<file path="src/rtl/timer_mc.sv">
// Multi-channel bus-attached timer: prescaled counter (up-wrap, up/down, one-shot),
// CHANNELS compare/PWM channels, W1C status flags and a maskable level interrupt.

module timer_mc_chan #(
  parameter int WIDTH = 16
) (
  input  logic             clk,
  input  logic             reset,
  input  logic             tick,
  input  logic [WIDTH-1:0] count,
  input  logic [WIDTH-1:0] count_next,
  input  logic [WIDTH-1:0] cmp,
  output logic             hit,
  output logic             cmp_out
);
  assign hit = tick && (count_next == cmp);

  // PWM output follows the counter state one cycle later.
  always_ff @(posedge clk or posedge reset) begin
    if (reset) cmp_out <= 1'b0;
    else       cmp_out <= (count < cmp);
  end
endmodule

module timer_mc #(
  parameter logic [31:0] BASE_ADDRESS    = 32'h40E0,
  parameter int          WIDTH           = 16,
  parameter int          CHANNELS        = 4,
  parameter int          PRESCALER_WIDTH = 16
) (
  input  logic                clk,
  input  logic                reset,
  input  logic                data_bus_select,
  input  logic [31:0]         data_bus_addr,
  input  logic [1:0]          data_bus_mode,
  input  logic [31:0]         data_bus_write,
  output logic [31:0]         data_bus_read,
  output logic                timer_irq,
  output logic [CHANNELS-1:0] comparator_out
);
  localparam logic [WIDTH-1:0] CNT_MAX = '1;

  logic [29:0] word_off;
  logic [3:0]  word;
  logic        in_block, bus_wr, bus_rd;
  logic        wr_ctrl, wr_presc, wr_top, wr_count, wr_status, wr_irqen, clr;
  logic        unused_bits;

  logic                             en, updown, oneshot, dir;
  logic [PRESCALER_WIDTH-1:0]       presc, pc;
  logic [WIDTH-1:0]                 top, count, count_next;
  logic [CHANNELS:0]                status, irqen, flag_set, flag_clr;
  logic [CHANNELS-1:0][WIDTH-1:0]   cmp;
  logic [CHANNELS-1:0]              hit;
  logic                             tick, tick_eff, ovf_evt, dir_next;

  assign word_off    = data_bus_addr[31:2] - BASE_ADDRESS[31:2];
  assign in_block    = (word_off[29:4] == '0);
  assign word        = word_off[3:0];
  assign bus_wr      = data_bus_select && (data_bus_mode == 2'b10) && in_block;
  assign bus_rd      = data_bus_select && (data_bus_mode == 2'b01) && in_block;
  assign unused_bits = ^{data_bus_addr[1:0], data_bus_write};

  assign wr_ctrl   = bus_wr && (word == 4'h0);
  assign wr_presc  = bus_wr && (word == 4'h1);
  assign wr_top    = bus_wr && (word == 4'h2);
  assign wr_count  = bus_wr && (word == 4'h3);
  assign wr_status = bus_wr && (word == 4'h4);
  assign wr_irqen  = bus_wr && (word == 4'h5);
  assign clr       = wr_ctrl && data_bus_write[3];

  assign tick = en && (pc == presc);
  // A software COUNT write or CLR replaces the tick's counter update entirely.
  assign tick_eff = tick && !wr_count && !clr;

  always_comb begin
    count_next = count;
    dir_next   = dir;
    ovf_evt    = 1'b0;
    if (tick) begin
      if (!updown) begin
        if (count == top || count == CNT_MAX) begin
          count_next = '0;
          ovf_evt    = 1'b1;
        end else begin
          count_next = count + 1'b1;
        end
      end else if (top == '0) begin
        count_next = '0;
        dir_next   = 1'b0;
        ovf_evt    = 1'b1;
      end else if (!dir) begin
        // Above TOP (after a TOP rewrite) the counter runs to all-ones and wraps.
        if (count == top) begin
          count_next = count - 1'b1;
          dir_next   = 1'b1;
        end else if (count == CNT_MAX) begin
          count_next = '0;
          ovf_evt    = 1'b1;
        end else begin
          count_next = count + 1'b1;
        end
      end else begin
        if (count == '0) begin
          count_next = {{(WIDTH-1){1'b0}}, 1'b1};
          dir_next   = 1'b0;
          ovf_evt    = 1'b1;
        end else begin
          count_next = count - 1'b1;
        end
      end
      if (ovf_evt && oneshot) count_next = '0;
    end
  end

  for (genvar i = 0; i < CHANNELS; i++) begin : g_chan
    timer_mc_chan #(.WIDTH(WIDTH)) u_chan (
      .clk        (clk),
      .reset      (reset),
      .tick       (tick_eff),
      .count      (count),
      .count_next (count_next),
      .cmp        (cmp[i]),
      .hit        (hit[i]),
      .cmp_out    (comparator_out[i])
    );
  end

  assign flag_set = {hit, tick_eff && ovf_evt};
  assign flag_clr = wr_status ? data_bus_write[CHANNELS:0] : '0;

  always_ff @(posedge clk or posedge reset) begin
    if (reset) begin
      en      <= 1'b0;
      updown  <= 1'b0;
      oneshot <= 1'b0;
      dir     <= 1'b0;
      presc   <= '0;
      pc      <= '0;
      top     <= '0;
      count   <= '0;
      status  <= '0;
      irqen   <= '0;
      cmp     <= '0;
    end else begin
      if (clr)     pc <= '0;
      else if (en) pc <= tick ? '0 : pc + 1'b1;

      if (wr_count) begin
        count <= data_bus_write[WIDTH-1:0];
      end else if (clr) begin
        count <= '0;
        dir   <= 1'b0;
      end else if (tick) begin
        count <= count_next;
        dir   <= dir_next;
      end

      if (wr_ctrl) begin
        en      <= data_bus_write[0];
        updown  <= data_bus_write[1];
        oneshot <= data_bus_write[2];
      end else if (tick_eff && ovf_evt && oneshot) begin
        en <= 1'b0;
      end

      // Hardware set wins over a same-cycle write-1-to-clear.
      status <= (status & ~flag_clr) | flag_set;

      if (wr_presc) presc <= data_bus_write[PRESCALER_WIDTH-1:0];
      if (wr_top)   top   <= data_bus_write[WIDTH-1:0];
      if (wr_irqen) irqen <= data_bus_write[CHANNELS:0];
      for (int i = 0; i < CHANNELS; i++)
        if (bus_wr && word == 4'(8 + i)) cmp[i] <= data_bus_write[WIDTH-1:0];
    end
  end

  assign timer_irq = |(status & irqen);

  always_comb begin
    data_bus_read = '0;
    if (bus_rd) begin
      case (word)
        4'h0: data_bus_read = {29'd0, oneshot, updown, en};
        4'h1: data_bus_read = 32'(presc);
        4'h2: data_bus_read = 32'(top);
        4'h3: data_bus_read = 32'(count);
        4'h4: data_bus_read = 32'(status);
        4'h5: data_bus_read = 32'(irqen);
        default: begin
          for (int i = 0; i < CHANNELS; i++)
            if (word == 4'(8 + i)) data_bus_read = 32'(cmp[i]);
        end
      endcase
    end
  end
endmodule

</file>
<file path="config.mk">
export PLATFORM = sky130hd
export DESIGN_NAME = timer_mc
export DESIGN_NICKNAME = d
export VERILOG_FILES = /design/src/rtl/timer_mc.sv
export SDC_FILE = /design/constraint.sdc
export NUM_CORES = 1
export LEC_CHECK = 0
export BUFFER_PORTS_ARGS = -buffer_cell sky130_fd_sc_hd__buf_2
export CORE_UTILIZATION = 61
export CTS_CLUSTER_SIZE = 10
export DETAILED_ROUTE_END_ITERATION = 12
export MAX_ROUTING_LAYER = met4
export PLACE_DENSITY = 0.83
export SYNTH_ARGS = -nofsm -noshare
export SYNTH_HDL_FRONTEND = slang
export SYNTH_SLANG_ARGS = --single-unit
</file>
<file path="constraint.sdc">
create_clock -name clk -period 5.7 [get_ports clk]
set_clock_uncertainty 0.2 [all_clocks]
set_input_delay 0.57 -clock clk [delete_from_list [all_inputs] [get_ports clk]]
set_output_delay 0.57 -clock clk [all_outputs]
set_load 0.02 [all_outputs]
</file>
### Word level (Yosys, flattened, before mapping)

Cells that the tools add are included.

* bits in registers: 146
* logic and storage cells: 128

* add/sub/neg operators: 4
* magnitude comparators: 4
* eq/ne operators: 18
* mux-type cells: 40
* bitwise logic cells: 5
* reduce and logical (&&, ||, !) cells: 39

Operator list (count)
* $mux 16: 16
* $pmux 32 s6: 1
* $mux 32: 4
* $eq 16x16->1: 6
* $lt 16x16->1: 4
* $add 16x1->16 const B: 2
* $logic_not 16->1: 2
* $sub 30x13->30 const B: 1
* $logic_not 26->1: 1
* $logic_and 1x1->1: 25
* $mux 1: 18
* $eq 16x16->1 const B: 1
* $eq 4x4->1 const B: 4
* $sub 16x1->16 const B: 1
* $and 5x5->5: 2
* $eq 4x2->1 const B: 2
* $eq 4x3->1 const B: 2
* $reduce_bool 2->1: 4
* $mux 5: 1
* $not 5->5: 1
* $or 5x5->5: 1
* $reduce_or 5->1: 1
* $eq 4x1->1 const B: 1
* $logic_not 4->1: 1
* other kinds (7): 8

### Depth between registers and ports, before layout

* word-level depth: 13
* depth in mapped cells: 16

### By module

A second synthesis with hierarchy kept.

* cells, all modules: 1243
* area, all modules: 11782.6 µm²

Modules (own cells, without submodules)
* timer_mc: times used 1, cells an instance 939, area each 9445.3 µm², sequential area each 3553.4 µm²
* timer_mc_chan: times used 4, cells an instance 76, area each 584.3 µm², sequential area each 25.0 µm²

### Worst setup path after synthesis

Ideal clock, no wire load.

* path type: flip-flop to flip-flop
* start point: register count[1]
* end point: register status[4]
* setup time: 76 ps
* data arrival time: 3847 ps
* data required time: 5424 ps
* setup slack: 1577 ps
* stages on the path, launching flop included: 16
* period minus slack after synthesis: 4123 ps
* path through: dfrtp_1 > clkbuf_1 > inv_1 > ha_1 > or4b_1 > buf_2 > or4_1 > buf_2 > a21o_1 > nand4_1 > a21boi_0 > a21oi_1 > xnor2_1 > o311ai_0 > or4_1 > o21ai_1

* cells in the longest elaborated chain, start to end: 13

Ends and longest elaborated chain
* start, declared: RTL line 51 `logic [WIDTH-1:0] top, count, count_next;`
* start signal, assigned: RTL line 150 `count <= data_bus_write[WIDTH-1:0];`
* start signal, assigned: RTL line 155 `count <= count_next;`
* parallel branches: the longest is 9 deep, another holds $add 16x1->16
* $mux 16 *: RTL line 80 `if (tick) begin`
* $eq 16x16->1 *: RTL line 16 `assign hit = tick && (count_next == cmp);`
* $logic_and 1x1->1 *: RTL line 16
* $or 5x5->5 *: RTL line 168 `status <= (status & ~flag_clr) | flag_set;`
* end signal, assigned: RTL line 168
* end, declared: RTL line 52 `logic [CHANNELS:0] status, irqen, flag_set, flag_clr;`

Mark *: on every way between the ends. The select of a mux whose other input is x is not followed.
A chain may end at the register's enable or synchronous reset.

### Final worst setup path

* start point: input port data_bus_addr[8]
* end point: output port data_bus_read[8]

* cells in the longest elaborated chain, start to end: 4

Ends and longest elaborated chain
* start, declared: RTL line 34 `input logic [31:0] data_bus_addr,`
* $sub 30x13->30: RTL line 57 `assign word_off = data_bus_addr[31:2] - BASE_ADDRESS[31:2];`
* $logic_not 26->1: RTL line 58 `assign in_block = (word_off[29:4] == '0);`
* $logic_and 1x1->1: RTL line 61 `assign bus_rd = data_bus_select && (data_bus_mode == 2'b01) && in_block;`
* $mux 32: RTL line 182 `if (bus_rd) begin`
* end, declared: RTL line 37 `output logic [31:0] data_bus_read,`

No other way between the ends.

==> results.py <==
metrics = {
    "setup_path": {
        "r2r.worst_path.cells": 10,
        "worstSetupStartpointType": "input port",
        "cpLargestDelayFamily": "simple AND/OR/NAND/NOR gates",
        "worst_setup_path_end_kind": "output port",
        "cp.arrival_ns": 4.23,
        "critical_path.max_fanout": 12,
        "timing.rr.end": "status[1]",
        "crit_path_max_incr_delay_ns": 0.65,
        "cp_data_required_time_ns": 4.93,
        "crit_chain": "buf_2 > nor4_2 > a31oi_1 > o41ai_1 > nand4_1 > a211oi_1 > buf_4 > nand3b_1 > nand2b_1 > a211oi_1 > buf_2",
        "timing.reg2reg.setup_slack_ns": 0.72,
        "regToRegStartpoint": "count[8]",
        "critPathBufInv": 3,
        "critPathKind": "input port to output port",
        "worst_path_max_delay_cell": "sky130_fd_sc_hd__nor4_2",
    },
    "routing": {
        "routed-via-count": 12500,
        "detailedRoute.firstIterationViolations": 2066,
        "first_pass_iters": 9,
        "route.detailed.wl_per_inst_um": 30.2,
        "postRouteWirelength_mm": 50.1,
        "drt_drc_violations_left": 0,
        "drtAntennaViolNets": 0,
        "vias_per_cell": 7.52,
    },
    "place": {
        "place.detailed.hpwl_mm": 36.5,
        "place.gp.congestion": 1.03,
        "postPlaceCellArea_um2": 12500,
        "placement.io_buffers": 71,
    },
    "min_path": {
        "hp-class": "input port to async pin",
    },
    "yosys": {
        "ys_ff_latch": 146,
        "yosys_most_used_dff": "sky130_fd_sc_hd__dfrtp_1",
        "netlist.top_cell.by_area": "sky130_fd_sc_hd__dfrtp_1",
        "synthDominantCellAreaShare": 0.306,
        "post_synth_instance_area_um2": 11900,
        "synth_cell_type_count": 80,
        "synth-seq-area-share": 0.306,
        "share_of_synthesized_flip_flops_with_an_asynchronous_set_or_reset": 1.00,
        "post_synth.cell_area_avg_um2": 8.97,
        "yosys_warnings": 0,
        "synth_enable_flop_cells": 0,
        "synth.area.top_cells": "sky130_fd_sc_hd__dfrtp_1 (31%), sky130_fd_sc_hd__mux2_2 (8.6%), sky130_fd_sc_hd__ha_1 (6.7%), sky130_fd_sc_hd__xnor2_1 (4.5%), sky130_fd_sc_hd__mux4_2 (3.4%)",
        "postSynthCellCount": 1331,
    },
    "die": {
        "chipWidth_um": 142,
        "chipHeight_um": 142,
        "fp.dieArea_um2": 20100,
        "number_of_i_o_pins": 106,
        "core-area_um2": 19000,
        "initial_util": 0.630,
        "rows": 50,
    },
    "global_routing": {
        "grt_pass1_wl_mm": 75.1,
        "grt_antenna_before_repair": 1,
        "number_of_global_route_vias_before_repair": 12100,
        "grt_overflow": 0,
        "grtUsageTotal": 0.531,
        "largest_net_degree_at_the_start_of_global_routing": 97,
    },
    "final_layout": {
        "final_cell_mix": "sky130_fd_sc_hd__dfrtp_1 (146), sky130_fd_sc_hd__nand2_1 (101), sky130_fd_sc_hd__mux2_2 (91)",
        "sequential_cell_area_um2": 3650,
        "synthToLayoutAreaGrowth_pct": 10.2,
        "multiInputGateArea_um2": 7570,
        "layout-drive-gt1-share": 0.197,
        "fillerInstances": 1412,
        "most_common_library_cell_in_the_layout_ignoring_fill_and_taps": "sky130_fd_sc_hd__dfrtp_1",
        "final_design_area_no_fill_um2": 13200,
        "nNetsFinal": 1516,
    },
    "clock_network": {
        "htree_levels": 4,
        "cts_hold_repair.buffers": 0,
        "tritoncts": "done",
        "cts_sinks": 146,
        "worst_skew_pair.late_latency_ns": 0.45,
        "max-clock-path-buffers": 2,
        "cts_repair_resize_count": 0,
        "cts.root.buffer_cell": "sky130_fd_sc_hd__clkbuf_16",
        "post_cts.repair.setup_buffers": 0,
        "tritoncts_buffer_count": 17,
        "clock_pin_slew_reported_for_the_worst_setup_and_hold_paths_after_clock_tree_synthesis_ns": 0.07,
    },
    "timing": {
        "hold_violations": 0,
        "setup_viol_count_final": 0,
        "timing.slew.headroom": 0.189,
        "maxClockFrequency_mhz": 200,
        "setup-tns-final_ns": 0,
        "worst_slew_pin_slew_ns": 1.21,
        "layout_min_cycle_time_ns": 5.00,
        "final_period_util": 0.878,
        "grt_setup_unrepaired": "no",
        "final-max-slew-violation-count": 0,
    },
    "flow_run": {
        "drv_cap": 0,
    },
    "pwr": {
        "power.density_nw_per_um2": 181,
        "p_leak_nw": 5.74,
        "vdd.ir_drop.worst_mv": 0.285,
    },
    "outcome": {
        "run_status": "complete, no violations",
    },
}
## area by class of cell
| cell class | instances | share of cell area |
|---|---|---|
| antenna | 2 | 0.000380 |
| clock inverter | 15 | 0.0137 |
| inverter | 89 | 0.0258 |
| multi-input combinational | 1018 | 0.576 |
| clock buffer | 17 | 0.0323 |
| sequential | 146 | 0.278 |
| tap | 260 | 0.0247 |
| timing repair buffer | 111 | 0.0498 |
## layer usage
layer | vias to the layer above | part of all wire | track usage | routed length, um
met2 | 1192 | 0.43 | 0.774 | 21400
met5 | - | 0 | - | 0
met3 | 383 | 0.14 | 0.145 | 6980
li1 | 5035 | - | - | -
met4 | 0 | 0.079 | 0.342 | 3980
met1 | 5858 | 0.35 | 0.649 | 17700
## where the power goes
group | switching [mW] | total (mW) | internal [mW]
Sequential | 0.0000000135 | 1.04 | 1.04
Combinational | 0.105 | 0.144 | 0.0396
Clock | 0.535 | 1.20 | 0.665
Total | 0.640 | 2.38 | 1.74
## synthesized netlist by cell type (all sizes together), types with 6 or more instances
cell type	instances
o21ai	80
xor2	28
nand2b	10
xnor2	61
o311ai	6
nor2b	6
mux4	18
nand3	38
buf	36
nor4	27
a2111oi	7
clkbuf	57
dfrtp	146
inv	89
mux2i	9
a221oi	6
a22oi	17
a211oi	20
o21a	6
o221ai	6
ha	64
and2	7
o211ai	7
o31ai	11
or4	13
nand2	103
and3	21
a21oi	49
a22o	8
a31oi	12
a311oi	6
nand4	43
o22ai	8
nor3	32
or3	7
mux2	91
nor2	69
a21o	38
## stage by stage
| step | hold slack [ns] | instances | utilization | setup slack (ns) | power (mW) |
|---|---|---|---|---|---|
| after global routing | 0.217 | 1657 | 0.694 | 0.571 | 2.41 |
| final | 0.137 | 1658 | 0.694 | 0.698 | 2.38 |
| after floorplan | 0.265 | 1346 | - | 1.01 | 1.14 |
| after detailed placement | 0.297 | 1624 | 0.662 | 0.928 | 1.19 |
| after CTS | 0.164 | 1656 | 0.694 | 0.897 | 2.37 |
| after global placement | 0.282 | 1624 | 0.662 | 0.990 | 1.19 |
## cells by family after synthesis
logic type | after synthesis | synth area share
and+or+nand+nor | 395 | 0.172
DFF | 146 | 0.306
AOI/OAI and AO/OA | 336 | 0.197
other | 1 | 0.000314
adders and majority gates | 64 | 0.0671
buffers and inverters | 182 | 0.0655
xor gates and xnor gates | 89 | 0.0653
muxes | 118 | 0.127
## worst register-to-register path: cells and delay by family, from the launching register on
kind	cells	cell delay, ns
AND/OR/NAND/NOR	5	1.38
XOR/XNOR	1	0.20
AO/OA/AOI/OAI	4	2.19
flip-flops	1	0.94
## worst max-delay path by stage
| stage | start | to | slack [ns] | depth (start not counted) |
|---|---|---|---|---|
| final | data_bus_addr[8] | data_bus_read[8] | 0.70 | 11 |
| after CTS | data_bus_addr[8] | data_bus_read[8] | 0.90 | 11 |
| after global routing | count[1] | status[1] | 0.57 | 11 |
| after floorplan | reset | cmp[0] | 1.01 | 1 |
| after global placement | data_bus_addr[8] | data_bus_read[8] | 0.99 | 11 |
| after detailed placement | data_bus_addr[8] | data_bus_read[8] | 0.93 | 11 |
## sequential cells by signal (all words and copies together), names as in the netlist
| name | count |
|---|---|
| irqen | 5 |
| dir | 1 |
| status | 5 |
| pc | 16 |
| presc | 16 |
| top | 16 |
| count | 16 |
| oneshot | 1 |
| g_chan.u_chan.cmp_out | 4 |
| updown | 1 |
| cmp | 64 |
| en | 1 |
(Power assumes the default switching activity.)
